[src/rtl/instr_feeder_if.sv]
// rtl/instr_feeder_if.sv - instruction-feeder bus: program load, start/len, DIN/Run issue and Done return.
// Step exists only when FEEDER_STEP_EN is defined.
interface instr_feeder_if #(
  parameter int AW = 4
);
  logic          Start;
  logic [AW:0]   Len;
  logic          Wr_En;
  logic [AW-1:0] Wr_Addr;
  logic [15:0]   Wr_Data;
  logic          Done;
`ifdef FEEDER_STEP_EN
  logic          Step;
`endif
  logic [15:0]   DIN;
  logic          Run;
  logic          Busy;
  logic          Finished;
  logic          Error;
  logic [AW:0]   PC;

  modport master (
`ifdef FEEDER_STEP_EN
    input  Step,
`endif
    input  Start, Len, Wr_En, Wr_Addr, Wr_Data, Done,
    output DIN, Run, Busy, Finished, Error, PC
  );

  modport slave (
`ifdef FEEDER_STEP_EN
    output Step,
`endif
    output Start, Len, Wr_En, Wr_Addr, Wr_Data, Done,
    input  DIN, Run, Busy, Finished, Error, PC
  );
endinterface

[src/rtl/instr_feeder.sv]
// rtl/instr_feeder.sv - stored-program instruction source issuing words on DIN/Run, paced by Done.
// FEEDER_STEP_EN adds a HOLD state released by Step after each Done.
module instr_feeder #(
  parameter int         DEPTH  = 16,
  parameter int         AW     = 4,
  parameter logic [2:0] MVI_OP = 3'b001
) (
  input  logic              clk_i,
  input  logic              rst_i,
  instr_feeder_if.master    bus
);

  typedef enum logic [2:0] {
    S_IDLE  = 3'd0,
    S_ISSUE = 3'd1,
    S_IMM   = 3'd2,
    S_WAIT  = 3'd3,
    S_HOLD  = 3'd4
  } state_t;

  logic [15:0] mem_q [DEPTH];

  state_t      state_q, state_d;
  logic [AW:0] len_q, len_d;
  logic [AW:0] pc_q, pc_d;
  logic [15:0] din_q, din_d;
  logic        err_q, err_d;
  logic        fin_q, fin_d;

  logic [15:0] rd_word;
  logic        pc_lt_len;

  assign rd_word   = mem_q[pc_q[AW-1:0]];
  assign pc_lt_len = (pc_q < len_q);

  // Program memory survives reset so a program can be replayed after an abort.
  always_ff @(posedge clk_i) begin
    if (state_q == S_IDLE && bus.Wr_En) begin
      mem_q[bus.Wr_Addr] <= bus.Wr_Data;
    end
  end

  always_ff @(posedge clk_i) begin
    if (rst_i) begin
      state_q <= S_IDLE;
      len_q   <= '0;
      pc_q    <= '0;
      din_q   <= '0;
      err_q   <= 1'b0;
      fin_q   <= 1'b0;
    end else begin
      state_q <= state_d;
      len_q   <= len_d;
      pc_q    <= pc_d;
      din_q   <= din_d;
      err_q   <= err_d;
      fin_q   <= fin_d;
    end
  end

  always_comb begin
    state_d = state_q;
    len_d   = len_q;
    pc_d    = pc_q;
    din_d   = din_q;
    err_d   = err_q;
    fin_d   = 1'b0;
    case (state_q)
      S_IDLE: begin
        if (bus.Start) begin
          err_d = 1'b0;
          pc_d  = '0;
          if (bus.Len != '0) begin
            len_d   = bus.Len;
            state_d = S_ISSUE;
          end else begin
            fin_d = 1'b1;
          end
        end
      end
      S_ISSUE: begin
        din_d   = rd_word;
        pc_d    = pc_q + 1'b1;
        state_d = (rd_word[15:13] == MVI_OP) ? S_IMM : S_WAIT;
      end
      S_IMM: begin
        state_d = S_WAIT;
        if (pc_lt_len) begin
          din_d = rd_word;
          pc_d  = pc_q + 1'b1;
        end else begin
          din_d = 16'h0000;
          err_d = 1'b1;
        end
      end
      // Done is only honoured here; a Done arriving during ISSUE/IMM belongs to an older instruction.
      S_WAIT: begin
        if (bus.Done) begin
`ifdef FEEDER_STEP_EN
          state_d = S_HOLD;
`else
          if (pc_lt_len) begin
            state_d = S_ISSUE;
          end else begin
            state_d = S_IDLE;
            fin_d   = 1'b1;
          end
`endif
        end
      end
`ifdef FEEDER_STEP_EN
      S_HOLD: begin
        if (bus.Step) begin
          if (pc_lt_len) begin
            state_d = S_ISSUE;
          end else begin
            state_d = S_IDLE;
            fin_d   = 1'b1;
          end
        end
      end
`endif
      default: state_d = S_IDLE;
    endcase
  end

  always_comb begin
    bus.DIN = din_q;
    bus.Run = 1'b0;
    case (state_q)
      S_ISSUE: begin
        bus.DIN = rd_word;
        bus.Run = !rst_i;
      end
      S_IMM:   bus.DIN = pc_lt_len ? rd_word : 16'h0000;
      default: ;
    endcase
  end

  assign bus.Busy     = (state_q != S_IDLE);
  assign bus.Finished = fin_q;
  assign bus.Error    = err_q;
  assign bus.PC       = pc_q;

endmodule
[src/flat_wrapper.sv]
// flat-port wrapper written by rule: the top's interface ports become plain ports
module instr_feeder_flat 
#(
  parameter int         DEPTH  = 16,
  parameter int         AW     = 4,
  parameter logic [2:0] MVI_OP = 3'b001
)
  (clk_i, rst_i, bus_Start, bus_Len, bus_Wr_En, bus_Wr_Addr, bus_Wr_Data, bus_Done, bus_DIN, bus_Run, bus_Busy, bus_Finished, bus_Error, bus_PC);
  instr_feeder_if #(.AW(AW)) bus_i ();
  input  logic clk_i;
  input  logic rst_i;
  input wire logic [$bits(bus_i.Start)-1:0] bus_Start;
  input wire logic [$bits(bus_i.Len)-1:0] bus_Len;
  input wire logic [$bits(bus_i.Wr_En)-1:0] bus_Wr_En;
  input wire logic [$bits(bus_i.Wr_Addr)-1:0] bus_Wr_Addr;
  input wire logic [$bits(bus_i.Wr_Data)-1:0] bus_Wr_Data;
  input wire logic [$bits(bus_i.Done)-1:0] bus_Done;
  output wire logic [$bits(bus_i.DIN)-1:0] bus_DIN;
  output wire logic [$bits(bus_i.Run)-1:0] bus_Run;
  output wire logic [$bits(bus_i.Busy)-1:0] bus_Busy;
  output wire logic [$bits(bus_i.Finished)-1:0] bus_Finished;
  output wire logic [$bits(bus_i.Error)-1:0] bus_Error;
  output wire logic [$bits(bus_i.PC)-1:0] bus_PC;
  assign bus_i.Start = bus_Start;
  assign bus_i.Len = bus_Len;
  assign bus_i.Wr_En = bus_Wr_En;
  assign bus_i.Wr_Addr = bus_Wr_Addr;
  assign bus_i.Wr_Data = bus_Wr_Data;
  assign bus_i.Done = bus_Done;
  assign bus_DIN = bus_i.DIN;
  assign bus_Run = bus_i.Run;
  assign bus_Busy = bus_i.Busy;
  assign bus_Finished = bus_i.Finished;
  assign bus_Error = bus_i.Error;
  assign bus_PC = bus_i.PC;
  instr_feeder #(.DEPTH(DEPTH), .AW(AW), .MVI_OP(MVI_OP)) u_core (.clk_i(clk_i), .rst_i(rst_i), .bus(bus_i));
endmodule
[config.mk]
export PLATFORM = sky130hd
export DESIGN_NAME = instr_feeder_flat
export DESIGN_NICKNAME = d
export VERILOG_FILES = /design/src/rtl/instr_feeder_if.sv /design/src/rtl/instr_feeder.sv /design/src/flat_wrapper.sv
export SDC_FILE = /design/constraint.sdc
export NUM_CORES = 1
export LEC_CHECK = 0
export ABC_AREA = 1
export BUFFER_PORTS_ARGS = -buffer_cell sky130_fd_sc_hd__clkbuf_2
export CORE_MARGIN = 2
export CORE_UTILIZATION = 55
export CTS_CLUSTER_SIZE = 25
export DETAILED_ROUTE_END_ITERATION = 8
export PLACE_DENSITY = 0.74
export SKIP_LAST_GASP = 1
export SLEW_MARGIN = 20
export SYNTH_ARGS = -nofsm -noshare
export SYNTH_HDL_FRONTEND = slang
export SYNTH_SLANG_ARGS = --single-unit
[constraint.sdc]
create_clock -name clk_i -period 2.1 [get_ports clk_i]
set_input_delay 0 -clock clk_i [delete_from_list [all_inputs] [get_ports clk_i]]
set_output_delay 0 -clock clk_i [all_outputs]
set_load 0.02 [all_outputs]
# == Word-level counts from Yosys, hierarchy flattened ==
# Memories as Yosys holds them, arrays and structs flattened. A register that Yosys moved wholly into a read port is not among the register bits.
# Cells that the tools add are included.
# word_totals
reg_bits,31
ram_bits,256
mem_count,1
wordCells,53
inputBits,30
out_inout_bits,25
# classes
addsub,1
eq_ne,9
n_mux,24
reduce_logical,11
n_lt_le_gt_ge,1
# mem_list
name,words,width,read_ports,rd_ports_with_merged_regs,write_ports,line_no,text
u_core.mem_q,16,16,1,1,1,instr_feeder.sv:21,logic [15:0] mem_q [DEPTH];
# ops
op,n
case mux 16 bit (2 select lines),1
2-to-1 mux 16 bit,1
case mux 5 bit (3 select lines),1
case mux 3 bit (4 select lines),1
AND reduction 3 bit,4
2-to-1 mux 1 bit,11
2-to-1 mux 5 bit,2
2-to-1 mux 3 bit,3
2-to-1 mux 4 bit,2
"inequality test 2 bit, second input constant",4
"equality test 3 x 1 -> 1 bit, second input constant",2
"equality test 3 x 2 -> 1 bit, second input constant",2
nonzero test 3 bit,2
"adder 5 x 1 -> 5 bit, second input constant",1
less-than comparator 5 bit,1
nonzero test 5 bit,1
case mux 1 bit (2 select lines),2
zero test 3 bit,1
"inequality test 2 x 1 -> 1 bit, second input constant",1
nonzero test 2 bit,1
logical AND 1 bit,1
zero test 1 bit,1

# == Depth between registers and ports, before layout ==
# logic_depth
depth_word,5
depth_mapped,12
depth_no_buf,11

# == Worst setup path after synthesis ==
# No wires, ideal clock.
# synth_timing
kind,register to register
startpoint,reg u_core.state_q[0]
endpoint,mem u_core.mem_q[4][0] (enable)
t_arrival_ps,1593
stages_incl_launch_ff,7
path_buffers,0
period_less_slack_ps,1982
path_slack_ps,118
required_time_ps,1712
setup_ps,388
cell_sequence,dfxtp_1 > inv_1 > ha_1 > nand2_1 > inv_1 > nand3b_1 > nor2_1
# synth_between
elab_chain_len,4
# synth_rtl
item,line_no,text
start: declaration,instr_feeder.sv:23,"state_t state_q, state_d;"
start signal: assignment,instr_feeder.sv:52,state_q <= state_d;
zero test 3 bit,instr_feeder.sv:38,if (state_q == S_IDLE && bus.Wr_En) begin
logical AND 1 bit,instr_feeder.sv:38,
2-to-1 mux 1 bit,instr_feeder.sv:38,
2-to-1 mux 1 bit (not written as such),instr_feeder.sv:39,mem_q[bus.Wr_Addr] <= bus.Wr_Data;
end: declaration,instr_feeder.sv:21,
# Every way passes these cells.

# == Worst setup path in the final report ==
# layout_timing
startpoint,reg u_core.pc_q[2] (netlist: u_core.bus.PC[2])
endpoint,out bus_DIN[8]
# layout_between
elab_chain_len,3
# layout_rtl
item,line_no,text
start: declaration,instr_feeder.sv:25,"logic [AW:0] pc_q, pc_d;"
start signal: assignment,instr_feeder.sv:54,pc_q <= pc_d;
less-than comparator 5 bit,instr_feeder.sv:34,assign pc_lt_len = (pc_q < len_q);
2-to-1 mux 16 bit,instr_feeder.sv:135,S_IMM: bus.DIN = pc_lt_len ? rd_word : 16'h0000;
case mux 16 bit (2 select lines),instr_feeder.sv:130,case (state_q)
end: declaration,flat_wrapper.sv:18,output wire logic [$bits(bus_i.DIN)-1:0] bus_DIN;
# Every way passes these cells.

==> summary by stage <==
Outcome
The flow ran to the end, but the final reports show violations. The checks that failed: setup timing.

Drt
The post-route DRC violation count is 0. The count of vias placed by the detailed router is 8,235. The first-pass detailed-route iteration total is 5.

For this block, the routed nets add up to 28,900 um of wire. The count of nets left with antenna violations after detail routing is 0. The average detailed-routed wire length per instance is 20.0 um. The violation count after the first detailed-routing iteration is 938.

After detailed routing, the number of vias per cell comes to 5.71.

Synthesis
The cell area that synthesis handed to floorplanning was 11,800 sq um. The post-synthesis cell type with the largest combined area is sky130_fd_sc_hd__edfxtp_1. The per-instance average area after synthesis is 11.4 sq um.

In this run, synthesis produced a sequential element count of 290. The distinct cell type count of the synthesized netlist is 31. The area share of the leading cell type in the synthesized netlist is 65.1%. In the synthesized netlist, the number of instances is 1,035. During synthesis, Yosys emitted a total of 0 warnings. By area the synthesized netlist is led by sky130_fd_sc_hd__edfxtp_1, sky130_fd_sc_hd__nor2_1, sky130_fd_sc_hd__dfxtp_1. Sequential cells were found to cover 70.9% of the synthesized design area. The net count after synthesis is 1,074.

STA
Setup violations remaining at the end of the flow were counted as 16. The max-slew violation total from the final report came to 0. Timing would allow up to 432 MHz. The clock arrives with 0.00672 ns of skew. Setup repair after global routing could not meet its margin everywhere. The number of hold violations in the final report is 0. The final worst slack is -0.214 ns. For the pin with the worst max-slew slack, the measured transition is 0.758 ns. The worst pin sits at a relative slew slack of 49.4%. The final clock period utilization by the worst path is 110%. After layout, the minimum clock period comes to 2.31 ns.

The summed negative setup slack over all endpoints is -2.47 ns.

Floorplan
The die outline width is 151 um. The number of cell rows is 53. The area of the core is 21,000 sq um. The initial utilization of the core area, before any placement, comes to 56.2%. The die covers 22,700 sq um. The top-level port count is 55. From bottom edge to top edge, the die measures 151 um.

Global route
The via count of the first global-routing pass came to 7,966. The global-route wire length before repair is 43,700 um. Global routing used 25.7% of the available tracks across all layers. The number of antenna violations at the first check in global routing is 0. Global routing finished with a remaining overflow of 0. The pin count of the biggest net entering global routing is 59.

Placement
The number of buffer cells added on primary ports is 54. The weighted congestion at the end of routability-driven global placement is 0.815. The detailed-placement wirelength estimate is 16,700 um. Before CTS, the worst setup slack after placement is 0.197 ns.

Clock tree
After clock tree synthesis, the clock-pin slew on the worst setup and hold paths is 0.06 ns. The clock sink total is 290. The TritonCTS clock tree is built. In this run the number of H-tree levels came out at 1. CTS placed an instance of sky130_fd_sc_hd__clkbuf_16 at the clock tree root.

The clock passes through at most 3 buffers. Clock latency on the worst-skew pair, taken at its later pin, is 0.54 ns. The CTS buffer count is 29.

Critical path
The depth of the critical timing path with buffers and inverters included is 10. The critical path contains buffers and inverters numbering 3 combined. The worst register-to-register path has a setup slack of 0.02 ns. In this run the worst path has a maximum fanout of 7.

The slowest stage of the critical path belongs to the cell sky130_fd_sc_hd__dfxtp_2. Traced cell by cell, the critical path runs through ha_4 > nand2_2 > inv_2 > o21ai_2 > nand3_2 > o21ai_4 > buf_8 > nand4_1 > nand2_1 > clkbuf_8. The endpoint of the worst register-to-register path is u_core.bus.Finished. The critical path data required time is 2.10 ns. The critical path class is reg2out. STA classifies the critical path endpoint as a primary output.

The data arrival time of the critical path is 2.31 ns. The source of the critical timing path is u_core.bus.PC[2]. The critical path's largest stage delay is 0.34 ns. The most critical setup path has its endpoint at bus_DIN[8]. The startpoint identified for the worst register-to-register timing path is u_core.bus.PC[2].

The worst-case reg-to-reg path depth is 10. The startpoint type of the worst setup path is a flop. The category of cells accounting for the largest share of critical-path delay is simple AND/OR/NAND/NOR gates.

Power
The maximum ir drop on the vdd rail is 1200 uV. For this design the ratio of total power to cell area is 1220 nW/um^2. The leakage power of the design is 5.24 nW.

Layout
The most frequent standard cell in the layout excluding fill and tap cells is sky130_fd_sc_hd__edfxtp_1. The count of fill cells added during filler insertion is 1,476. The post-synthesis to final-layout area growth is 20.8%. The fraction of layout cells with a size suffix above 1 is 17.7%. Leaving out fill and tap cells, the most frequent cells in the layout are sky130_fd_sc_hd__edfxtp_1, sky130_fd_sc_hd__nor2_1, sky130_fd_sc_hd__nand2_1.

The antenna cell count is 0. The final-stage net count is 1,183. Cells fill 67.8% of the core in the end.

Min path
The worst min-delay path category is in2reg. The worst hold path begins at bus_Wr_Addr[3].

Flow run
The max-capacitance violation count is 0.
[how the worst min path moves through the flow]
stage          depth (start not counted)                  to
2_1_floorplan                          0  u_core.mem_q[0][0]
3_3_place_gp                           3     u_core.len_q[0]
3_5_place_dp                           3     u_core.len_q[0]
4_1_cts                                4  u_core.mem_q[2][1]
5_1_grt                                3  u_core.mem_q[2][1]
6_report                               4  u_core.mem_q[2][1]
[area by class of cell]
class | count | area [sq um] | area share, %
flip-flops and latches | 290 | 8390 | 58.8
multi-input cells | 642 | 3080 | 21.6
repair buffers | 135 | 1230 | 8.64
clock buffers | 35 | 788 | 5.53
well taps | 275 | 344 | 2.41
clock inverters | 19 | 253 | 1.77
inverters | 46 | 183 | 1.28
[tightest hold or removal path, stage by stage]
cell	delay, ns
sky130_fd_sc_hd__clkbuf_2	0.11
sky130_fd_sc_hd__nor2_1	0.04
sky130_fd_sc_hd__nand2_1	0.17
sky130_fd_sc_hd__nor2_2	0.08
[metrics by stage]
step                instance area [sq um]  std cells  power [mW]  hold WS, ns
floorplan                           11800       1035        9.78       0.0989
detailed placement                  12600       1350        11.1        0.256
finish                              14300       1442        17.3       0.0420
CTS                                 14200       1440        17.2       0.0165
global route                        14300       1442        18.1       0.0753
global placement                    12600       1350        11.0        0.251
[sequential cells by signal, indices dropped and copies added (netlist names), named ones only]
register	cells
u_core.bus.PC	5
u_core.din_q	16
u_core.mem_q	256
u_core.bus.Error	1
u_core.bus.Finished	1
u_core.state_q	2
u_core.len_q	5
[where the power goes]
| group | total (mW) | internal [mW] | switching [mW] |
|---|---|---|---|
| registers | 6.69 | 6.55 | 0.140 |
| clock network | 5.56 | 3.41 | 2.15 |
| logic | 5.09 | 1.88 | 3.22 |
| total | 17.3 | 11.8 | 5.51 |
[synthesized netlist by cell type (all sizes together)]
| library cell | instances |
|---|---|
| a211oi | 3 |
| a21oi | 29 |
| a31oi | 1 |
| and2 | 1 |
| buf | 32 |
| clkbuf | 25 |
| clkinv | 1 |
| dfxtp | 34 |
| edfxtp | 256 |
| ha | 9 |
| inv | 45 |
| nand2 | 161 |
| nand3 | 46 |
| nand3b | 1 |
| nand4 | 14 |
| nor2 | 191 |
| nor3 | 5 |
| o211ai | 19 |
| o21ai | 149 |
| o21bai | 3 |
| o22ai | 8 |
| xnor2 | 1 |
| xor2 | 1 |
[metal layers]
layer | vias up | wire, um | global-route usage [%]
met4 | 0 | 942 | 8.73
met5 | - | 0 | 0
met2 | 368 | 14000 | 43.3
met1 | 3954 | 11800 | 34.3
met3 | 59 | 2230 | 4.09
li1 | 3854 | - | -
[cell families (layout without fill, tap and decap cells)]
family,Yosys count,count (layout),share of synthesized area (%)
and+or+nand+nor,419,419,14.2
DFF,290,290,70.9
AOI/OAI and AO/OA,212,212,9.67
buffers and inverters,103,235,4.12
adders and majority gates,9,9,0.954
xor gates and xnor gates,2,2,0.148
[repair_timing]
action | 4_1_cts | 5_1_grt
endpoints found under the hold margin | 265 | 0
pin swaps | 23 | 10
resized for setup | 54 | 10
gates cloned | 2 | 0
setup buffers | 9 | 4
endpoints found under the setup margin | 16 | 17
hold buffers | 25 | 0
No activity file was read; power rests on OpenSTA's default activity.
